[config.mk]
export PLATFORM = sky130hd
export DESIGN_NAME = alu_seq_four_flat
export DESIGN_NICKNAME = d
export VERILOG_FILES = /design/src/rtl/alu_pkg.sv /design/src/rtl/alu_seq_four_if.sv /design/src/rtl/alu_regfile_four.sv /design/src/rtl/alu_seq_four.sv /design/src/flat_wrapper.sv
export SDC_FILE = /design/constraint.sdc
export NUM_CORES = 1
export LEC_CHECK = 0
export ABC_AREA = 1
export ABC_CLOCK_PERIOD_IN_PS = 1600
export CAP_MARGIN = 20
export CELL_PAD_IN_SITES_DETAIL_PLACEMENT = 2
export CELL_PAD_IN_SITES_GLOBAL_PLACEMENT = 2
export CORE_MARGIN = 8
export CORE_UTILIZATION = 28
export CTS_CLUSTER_SIZE = 8
export DETAILED_ROUTE_END_ITERATION = 6
export PLACE_DENSITY = 0.86
export SYNTH_ARGS = -nofsm -noshare
export SYNTH_HDL_FRONTEND = slang
export SYNTH_HIERARCHICAL = 1
export SYNTH_SLANG_ARGS = --single-unit
[constraint.sdc]
create_clock -name clk -period 1.6 [get_ports clk]
set_input_delay 0.4 -clock clk [delete_from_list [all_inputs] [get_ports clk]]
set_output_delay 0.4 -clock clk [all_outputs]
set_load 0.01 [all_outputs]
[src/rtl/alu_pkg.sv]
// rtl/alu_pkg.sv - shared constants and types for the alu_four sequencer slice
//
// Purpose: opcode constants, FSM state encoding and default datapath sizes
// shared by the sequencer, its register file and the instruction interface.
package alu_pkg;

  localparam int W_DEF    = 4;
  localparam int NREG_DEF = 4;

  localparam logic [1:0] OP_AND = 2'b00;
  localparam logic [1:0] OP_OR  = 2'b01;
  localparam logic [1:0] OP_ADD = 2'b10;
  localparam logic [1:0] OP_SUB = 2'b11;

  typedef enum logic [1:0] {
    IDLE = 2'b00,
    EXEC = 2'b01,
    WB   = 2'b10
  } state_t;

  // Carry/borrow flag for a W-bit operation; and/or never set it.
  function automatic logic carry_flag(input logic [1:0] op,
                                      input logic [W_DEF-1:0] a,
                                      input logic [W_DEF-1:0] b);
    logic [W_DEF:0] sum;
    sum = {1'b0, a} + {1'b0, b};
    case (op)
      OP_ADD:  return sum[W_DEF];
      OP_SUB:  return (a < b);
      default: return 1'b0;
    endcase
  endfunction

endpackage

[src/rtl/alu_seq_four_if.sv]
// rtl/alu_seq_four_if.sv - instruction handshake, writeback and flag bundle
//
// Purpose: groups the instruction-issue handshake, the writeback pulse and
// the flag register outputs of alu_seq_four.
// Signals:
//   in_valid/in_ready        instruction handshake
//   in_op/in_rd/in_rs1/in_rs2 instruction fields
//   done_valid/done_res      one-cycle writeback report
//   cf/sf/zf                 held flag registers
// Modports: master = instruction issuer, slave = sequencer.
interface alu_seq_four_if import alu_pkg::*; #(
  parameter int W  = W_DEF,
  parameter int AW = $clog2(NREG_DEF)
);

  logic          in_valid;
  logic          in_ready;
  logic [1:0]    in_op;
  logic [AW-1:0] in_rd;
  logic [AW-1:0] in_rs1;
  logic [AW-1:0] in_rs2;
  logic          done_valid;
  logic [W-1:0]  done_res;
  logic          cf;
  logic          sf;
  logic          zf;

  modport master (
    output in_valid, in_op, in_rd, in_rs1, in_rs2,
    input  in_ready, done_valid, done_res, cf, sf, zf
  );

  modport slave (
    input  in_valid, in_op, in_rd, in_rs1, in_rs2,
    output in_ready, done_valid, done_res, cf, sf, zf
  );

endinterface

[src/rtl/alu_regfile_four.sv]
// rtl/alu_regfile_four.sv - NREG x W register file with writeback/load arbitration
//
// Purpose: operand store for the sequencer. Two combinational operand read
// ports, one combinational debug read port, and a single write path shared
// by ALU writeback and the external load strobe.
// Ports:
//   clk, rst_n          clock, asynchronous active-low reset (clears all entries)
//   ra1/rd1, ra2/rd2    operand read ports
//   dbg_addr/dbg_data   debug read port
//   wb_en/wb_addr/wb_data  ALU writeback
//   ld_en/ld_addr/ld_data  external load
module alu_regfile_four import alu_pkg::*; #(
  parameter  int W    = W_DEF,
  parameter  int NREG = NREG_DEF,
  localparam int AW   = $clog2(NREG)
) (
  input  logic          clk,
  input  logic          rst_n,
  input  logic [AW-1:0] ra1,
  input  logic [AW-1:0] ra2,
  output logic [W-1:0]  rd1,
  output logic [W-1:0]  rd2,
  input  logic [AW-1:0] dbg_addr,
  output logic [W-1:0]  dbg_data,
  input  logic          wb_en,
  input  logic [AW-1:0] wb_addr,
  input  logic [W-1:0]  wb_data,
  input  logic          ld_en,
  input  logic [AW-1:0] ld_addr,
  input  logic [W-1:0]  ld_data
);

  logic [W-1:0] rf [NREG];

  // Writeback takes priority over a load to the same entry; loads to any
  // other entry still land in the same cycle.
  always_ff @(posedge clk or negedge rst_n) begin
    if (!rst_n) begin
      for (int i = 0; i < NREG; i++) begin
        rf[i] <= '0;
      end
    end else begin
      for (int i = 0; i < NREG; i++) begin
        if (wb_en && (wb_addr == AW'(i))) begin
          rf[i] <= wb_data;
        end else if (ld_en && (ld_addr == AW'(i))) begin
          rf[i] <= ld_data;
        end
      end
    end
  end

  assign rd1      = rf[ra1];
  assign rd2      = rf[ra2];
  assign dbg_data = rf[dbg_addr];

endmodule

[src/rtl/alu_seq_four.sv]
// rtl/alu_seq_four.sv - three-cycle instruction sequencer in front of alu_four
//
// Purpose: accepts register-to-register ALU instructions, reads operands
// from a local register file, presents them to the combinational ALU,
// captures the result, derives flags and writes the result back.
// Ports:
//   clk, rst_n                  clock, asynchronous active-low reset
//   bus (slave)                 instruction handshake, writeback report, flags
//   ld_en/ld_addr/ld_data       register file load port (any state)
//   dbg_addr/dbg_data           combinational register file read
//   alu_op/alu_a/alu_b          registered drive to the ALU
//   alu_res                     ALU result, sampled only in EXEC
module alu_seq_four import alu_pkg::*; #(
  parameter  int W    = W_DEF,
  parameter  int NREG = NREG_DEF,
  localparam int AW   = $clog2(NREG)
) (
  input  logic          clk,
  input  logic          rst_n,
  alu_seq_four_if.slave bus,
  input  logic          ld_en,
  input  logic [AW-1:0] ld_addr,
  input  logic [W-1:0]  ld_data,
  input  logic [AW-1:0] dbg_addr,
  output logic [W-1:0]  dbg_data,
  output logic [1:0]    alu_op,
  output logic [W-1:0]  alu_a,
  output logic [W-1:0]  alu_b,
  input  logic [W-1:0]  alu_res
);

  state_t        state_q, state_d;
  logic          accept;
  logic          exec;
  logic          wb;
  logic [AW-1:0] rd_q;
  logic [W-1:0]  res_q;
  logic [W-1:0]  rf_rd1;
  logic [W-1:0]  rf_rd2;
  logic [W:0]    sum;
  logic          cf_d;

  alu_regfile_four #(.W(W), .NREG(NREG)) u_rf (
    .clk      (clk),
    .rst_n    (rst_n),
    .ra1      (bus.in_rs1),
    .ra2      (bus.in_rs2),
    .rd1      (rf_rd1),
    .rd2      (rf_rd2),
    .dbg_addr (dbg_addr),
    .dbg_data (dbg_data),
    .wb_en    (wb),
    .wb_addr  (rd_q),
    .wb_data  (res_q),
    .ld_en    (ld_en),
    .ld_addr  (ld_addr),
    .ld_data  (ld_data)
  );

  always_ff @(posedge clk or negedge rst_n) begin
    if (!rst_n) begin
      state_q <= IDLE;
    end else begin
      state_q <= state_d;
    end
  end

  always_comb begin
    state_d      = state_q;
    accept       = 1'b0;
    exec         = 1'b0;
    wb           = 1'b0;
    bus.in_ready = 1'b0;
    case (state_q)
      IDLE: begin
        bus.in_ready = 1'b1;
        if (bus.in_valid) begin
          accept  = 1'b1;
          state_d = EXEC;
        end
      end
      EXEC: begin
        exec    = 1'b1;
        state_d = WB;
      end
      WB: begin
        wb      = 1'b1;
        state_d = IDLE;
      end
      default: state_d = IDLE;
    endcase
  end

  // alu_op/alu_a/alu_b double as the opcode and operand latch: they are
  // loaded at accept and held, so the flag logic reads them directly.
  assign sum = {1'b0, alu_a} + {1'b0, alu_b};

  always_comb begin
    cf_d = 1'b0;
    case (alu_op)
      OP_ADD:  cf_d = sum[W];
      OP_SUB:  cf_d = (alu_a < alu_b);
      default: cf_d = 1'b0;
    endcase
  end

  // Flags and done_valid are registered at the end of EXEC so that they are
  // visible during the WB cycle, the same cycle the register file write
  // is committed.
  always_ff @(posedge clk or negedge rst_n) begin
    if (!rst_n) begin
      rd_q           <= '0;
      res_q          <= '0;
      alu_op         <= '0;
      alu_a          <= '0;
      alu_b          <= '0;
      bus.done_valid <= 1'b0;
      bus.done_res   <= '0;
      bus.cf         <= 1'b0;
      bus.sf         <= 1'b0;
      bus.zf         <= 1'b0;
    end else begin
      bus.done_valid <= exec;
      if (accept) begin
        rd_q   <= bus.in_rd;
        alu_op <= bus.in_op;
        alu_a  <= rf_rd1;
        alu_b  <= rf_rd2;
      end
      if (exec) begin
        res_q        <= alu_res;
        bus.done_res <= alu_res;
        bus.cf       <= cf_d;
        bus.sf       <= alu_res[W-1];
        bus.zf       <= (alu_res == '0);
      end
    end
  end

endmodule

[src/flat_wrapper.sv]
// flat-port wrapper written by rule: the top's interface ports become plain ports
module alu_seq_four_flat import alu_pkg::*;
#(
  parameter  int W    = W_DEF,
  parameter  int NREG = NREG_DEF,
  localparam int AW   = $clog2(NREG)
)
  (clk, rst_n, ld_en, ld_addr, ld_data, dbg_addr, dbg_data, alu_op, alu_a, alu_b, alu_res, bus_in_valid, bus_in_op, bus_in_rd, bus_in_rs1, bus_in_rs2, bus_in_ready, bus_done_valid, bus_done_res, bus_cf, bus_sf, bus_zf);
  alu_seq_four_if #(.W(W)) bus_i ();
  input  logic clk;
  input  logic rst_n;
  input  logic ld_en;
  input  logic [AW-1:0] ld_addr;
  input  logic [W-1:0] ld_data;
  input  logic [AW-1:0] dbg_addr;
  output logic [W-1:0] dbg_data;
  output logic [1:0] alu_op;
  output logic [W-1:0] alu_a;
  output logic [W-1:0] alu_b;
  input  logic [W-1:0] alu_res;
  input wire logic [$bits(bus_i.in_valid)-1:0] bus_in_valid;
  input wire logic [$bits(bus_i.in_op)-1:0] bus_in_op;
  input wire logic [$bits(bus_i.in_rd)-1:0] bus_in_rd;
  input wire logic [$bits(bus_i.in_rs1)-1:0] bus_in_rs1;
  input wire logic [$bits(bus_i.in_rs2)-1:0] bus_in_rs2;
  output wire logic [$bits(bus_i.in_ready)-1:0] bus_in_ready;
  output wire logic [$bits(bus_i.done_valid)-1:0] bus_done_valid;
  output wire logic [$bits(bus_i.done_res)-1:0] bus_done_res;
  output wire logic [$bits(bus_i.cf)-1:0] bus_cf;
  output wire logic [$bits(bus_i.sf)-1:0] bus_sf;
  output wire logic [$bits(bus_i.zf)-1:0] bus_zf;
  assign bus_i.in_valid = bus_in_valid;
  assign bus_i.in_op = bus_in_op;
  assign bus_i.in_rd = bus_in_rd;
  assign bus_i.in_rs1 = bus_in_rs1;
  assign bus_i.in_rs2 = bus_in_rs2;
  assign bus_in_ready = bus_i.in_ready;
  assign bus_done_valid = bus_i.done_valid;
  assign bus_done_res = bus_i.done_res;
  assign bus_cf = bus_i.cf;
  assign bus_sf = bus_i.sf;
  assign bus_zf = bus_i.zf;
  alu_seq_four #(.W(W), .NREG(NREG)) u_core (.clk(clk), .rst_n(rst_n), .bus(bus_i), .ld_en(ld_en), .ld_addr(ld_addr), .ld_data(ld_data), .dbg_addr(dbg_addr), .dbg_data(dbg_data), .alu_op(alu_op), .alu_a(alu_a), .alu_b(alu_b), .alu_res(alu_res));
endmodule
==> flow_metrics.tcl <==
set metrics [dict create \
    wire_per_inst_microns 17.6 \
    relSlewSlack_pct 67.3 \
    fin_crit_ps 1540 \
    grt_pass1_wl_microns 14700 \
    grt_max_degree 22 \
    grt_usage_pct 16.1 \
    critical_path.startpoint "u_core/u_rf/rf[7]" \
    power_mw 4.36 \
    dr_total_vias 2447 \
    worst_slack_ps 56.2 \
    fin_util_pct 39.9 \
    drc 0 \
    cts_sinks 37 \
    insertion_delay_ps 300 \
    setup_viol 0 \
    port_buffers 46 \
    cts_tree "done" \
    drive_gt1_share_pct 18.1 \
    syn_area_sq_um 2280 \
    synth.avg_cell_area_sq_um 7.26 \
    p_per_area_nw_per_um2 1360 \
    final_area_sq_um 3210 \
    root_buffer "clkbuf_8" \
    synthCells 314 \
    die_h_microns 106 \
    reg2reg_from "u_core/alu_a[3]" \
    coreArea_sq_um 8050 \
    dieArea_sq_um 11300 \
    dpl_cell_area_sq_um 3070 \
    leakagePower_nw 1.69 \
    place_congestion 0.767 \
    yosysSeqAreaShare_pct 40.6 \
    fin_skew_ps 8.74 \
    wl_microns 8820 \
    vdd_drop_max_mv 0.445 \
    dr.pass1.iters 4 \
    ant_nets 0 \
    r2r_cells 9 \
    drv_slew 0 \
    syn-num-nets 344 \
    num_rows 33 \
    dp_hpwl_microns 6630 \
    pin_count 47 \
    cts_max_path_buffers 2 \
    cap_viol_max_count 0 \
    dp_cells 489 \
    grt_antenna_before_repair 0 \
    worstMarginPinSlew_ps 490 \
    cp_max_fo 2 \
    max_freq_mhz 648 \
    hold_slack_ps 30.0 \
    crit_path_end_kind "primary output" \
    period_share_pct 96.5 \
    grt_pass1_vias 2895 \
    yosysUniqueCellTypes 20 \
    required_ps 1200 \
    cp_data_arrival_time_ps 1140 \
    setup.worst_path.start_class "flip-flop" \
    overflow 0 \
    dieWidth_microns 106 \
    h-tree-depth 2 \
    hp-class "in2async" \
    ys_ff_latch 37 \
    fillers 953 \
    vias_per_cell 4.87 \
    setup_tns_ps 0 \
    initial_utilization_pct 28.3 \
    critPathKind "reg2out" \
    diodes 0 \
    synth_warnings 6 \
    pre_cts_ws_ps -700 \
    cts_buffers 5 \
    fin_cells 502 \
    area_delta_synth_final_pct 41.0 \
    drtIter0Drc 93 \
    hold_violations 0 \
    outcome "completed" \
    path_clk_slew_ps 90 \
    final_nets 426 \
]
-- state kept, by name, indices dropped and copies added, names as in the netlist --
| register | flops |
|---|---|
| u_core/u_rf/rf | 16 |
| u_core/alu_a | 4 |
| u_core/alu_b | 4 |
| u_core/bus.done_res | 4 |
| u_core/alu_op | 2 |
| u_core/rd_q | 2 |
| u_core/state_q | 2 |
| u_core/bus.cf | 1 |
| u_core/bus.done_valid | 1 |
| u_core/bus.zf | 1 |
-- cells in the final DEF, fill, tap and decap left out --
cell	synthesis	final
a21oi_1	1	1
buf_12	1	4
buf_2	1	6
buf_4	4	33
buf_6	4	2
bufinv_16	0	1
clkbuf_8	0	5
clkdlybuf4s15_1	0	1
clkdlybuf4s50_1	0	20
clkinv_4	0	1
clkinvlp_4	0	1
dfrtp_1	37	37
dlygate4sd2_1	0	18
dlymetal6s2s_1	0	1
ha_1	6	6
inv_1	36	34
inv_2	0	2
inv_6	1	1
nand2_1	108	108
nand2_2	1	1
nand2_4	1	1
nand3_1	53	53
nand3_2	3	3
nand4_1	13	13
nor2_1	8	8
nor2_4	1	1
nor3b_2	0	1
o21ai_0	31	23
o21ai_1	0	2
o21ai_2	3	9
-- power breakdown --
| group | internal (mW) | leakage, nW | total, mW | switching, mW |
|---|---|---|---|---|
| combinational | 0.932 | 1.17 | 2.06 | 1.12 |
| clock | 0.467 | 0.0543 | 0.851 | 0.384 |
| sequential | 1.21 | 0.465 | 1.45 | 0.239 |
| total | 2.61 | 1.69 | 4.36 | 1.75 |
-- logic make-up after synthesis --
group	count (synthesis)	synth area share (%)
AOI/OAI and AO/OA	35	8.18
DFF	37	40.6
buffers and inverters	47	10.7
adders and majority gates	6	3.29
and+or+nand+nor	189	37.2
-- cell usage after synthesis --
cell	instances	area share [%]
nand4_1	13	3.6
nand3_1	53	12
nor2_1	8	1.3
nor2_4	1	0.49
inv_1	36	5.9
o21ai_0	31	6.8
buf_2	1	0.22
ha_1	6	3.3
a21oi_1	1	0.22
buf_6	4	2.0
buf_12	1	0.88
nand2_4	1	0.49
inv_6	1	0.38
nand2_1	108	18
o21ai_2	3	1.2
dfrtp_1	37	41
nor3b_1	1	0.33
nand2_2	1	0.27
nand3_2	3	1.3
buf_4	4	1.3
-- worst max-delay path, cell delays in order, from the launching register on --
cell and delay [ps]:
dfrtp_1 390, inv_1 140, o21ai_2 70, nand2_1 60
nand2_1 50, buf_2 130
-- path summary, 6_finish.rpt --
kind | to | slack, ps
max in group asynchronous | u_core/u_rf/rf[4] | 1100
min in group clk | u_core/bus.zf | 500
min reg2reg | u_core/bus.zf | 500
max reg2reg | u_core/bus.cf | 160
min | u_core/alu_b[0] | 30
max | dbg_data[3] | 60
-- area by class of cell --
cell class | instances | area (sq um) | area share, %
multi-input combinational | 230 | 1140 | 35.4
inverter | 37 | 144 | 4.48
timing repair buffer | 85 | 761 | 23.7
clock buffer | 5 | 68.8 | 2.14
tap | 105 | 131 | 4.09
sequential | 37 | 926 | 28.8
clock inverter | 3 | 46.3 | 1.44
-- what timing repair did --
item / CTS / global route
resized for setup: 54 / 7
gates cloned: 1 / 0
buffers inserted: 3 / 1
pin swaps: 0 / 1
hold buffers: 0 / 0
setup endpoints to repair: 22 / 6
-- routing by layer --
metal  share of wire, %  track usage (%)
met3                2.5             2.30
met4                1.0             4.32
met1                 43             18.5
met5                  0                0
met2                 54             30.4
Power figures use the tool's default switching activity.
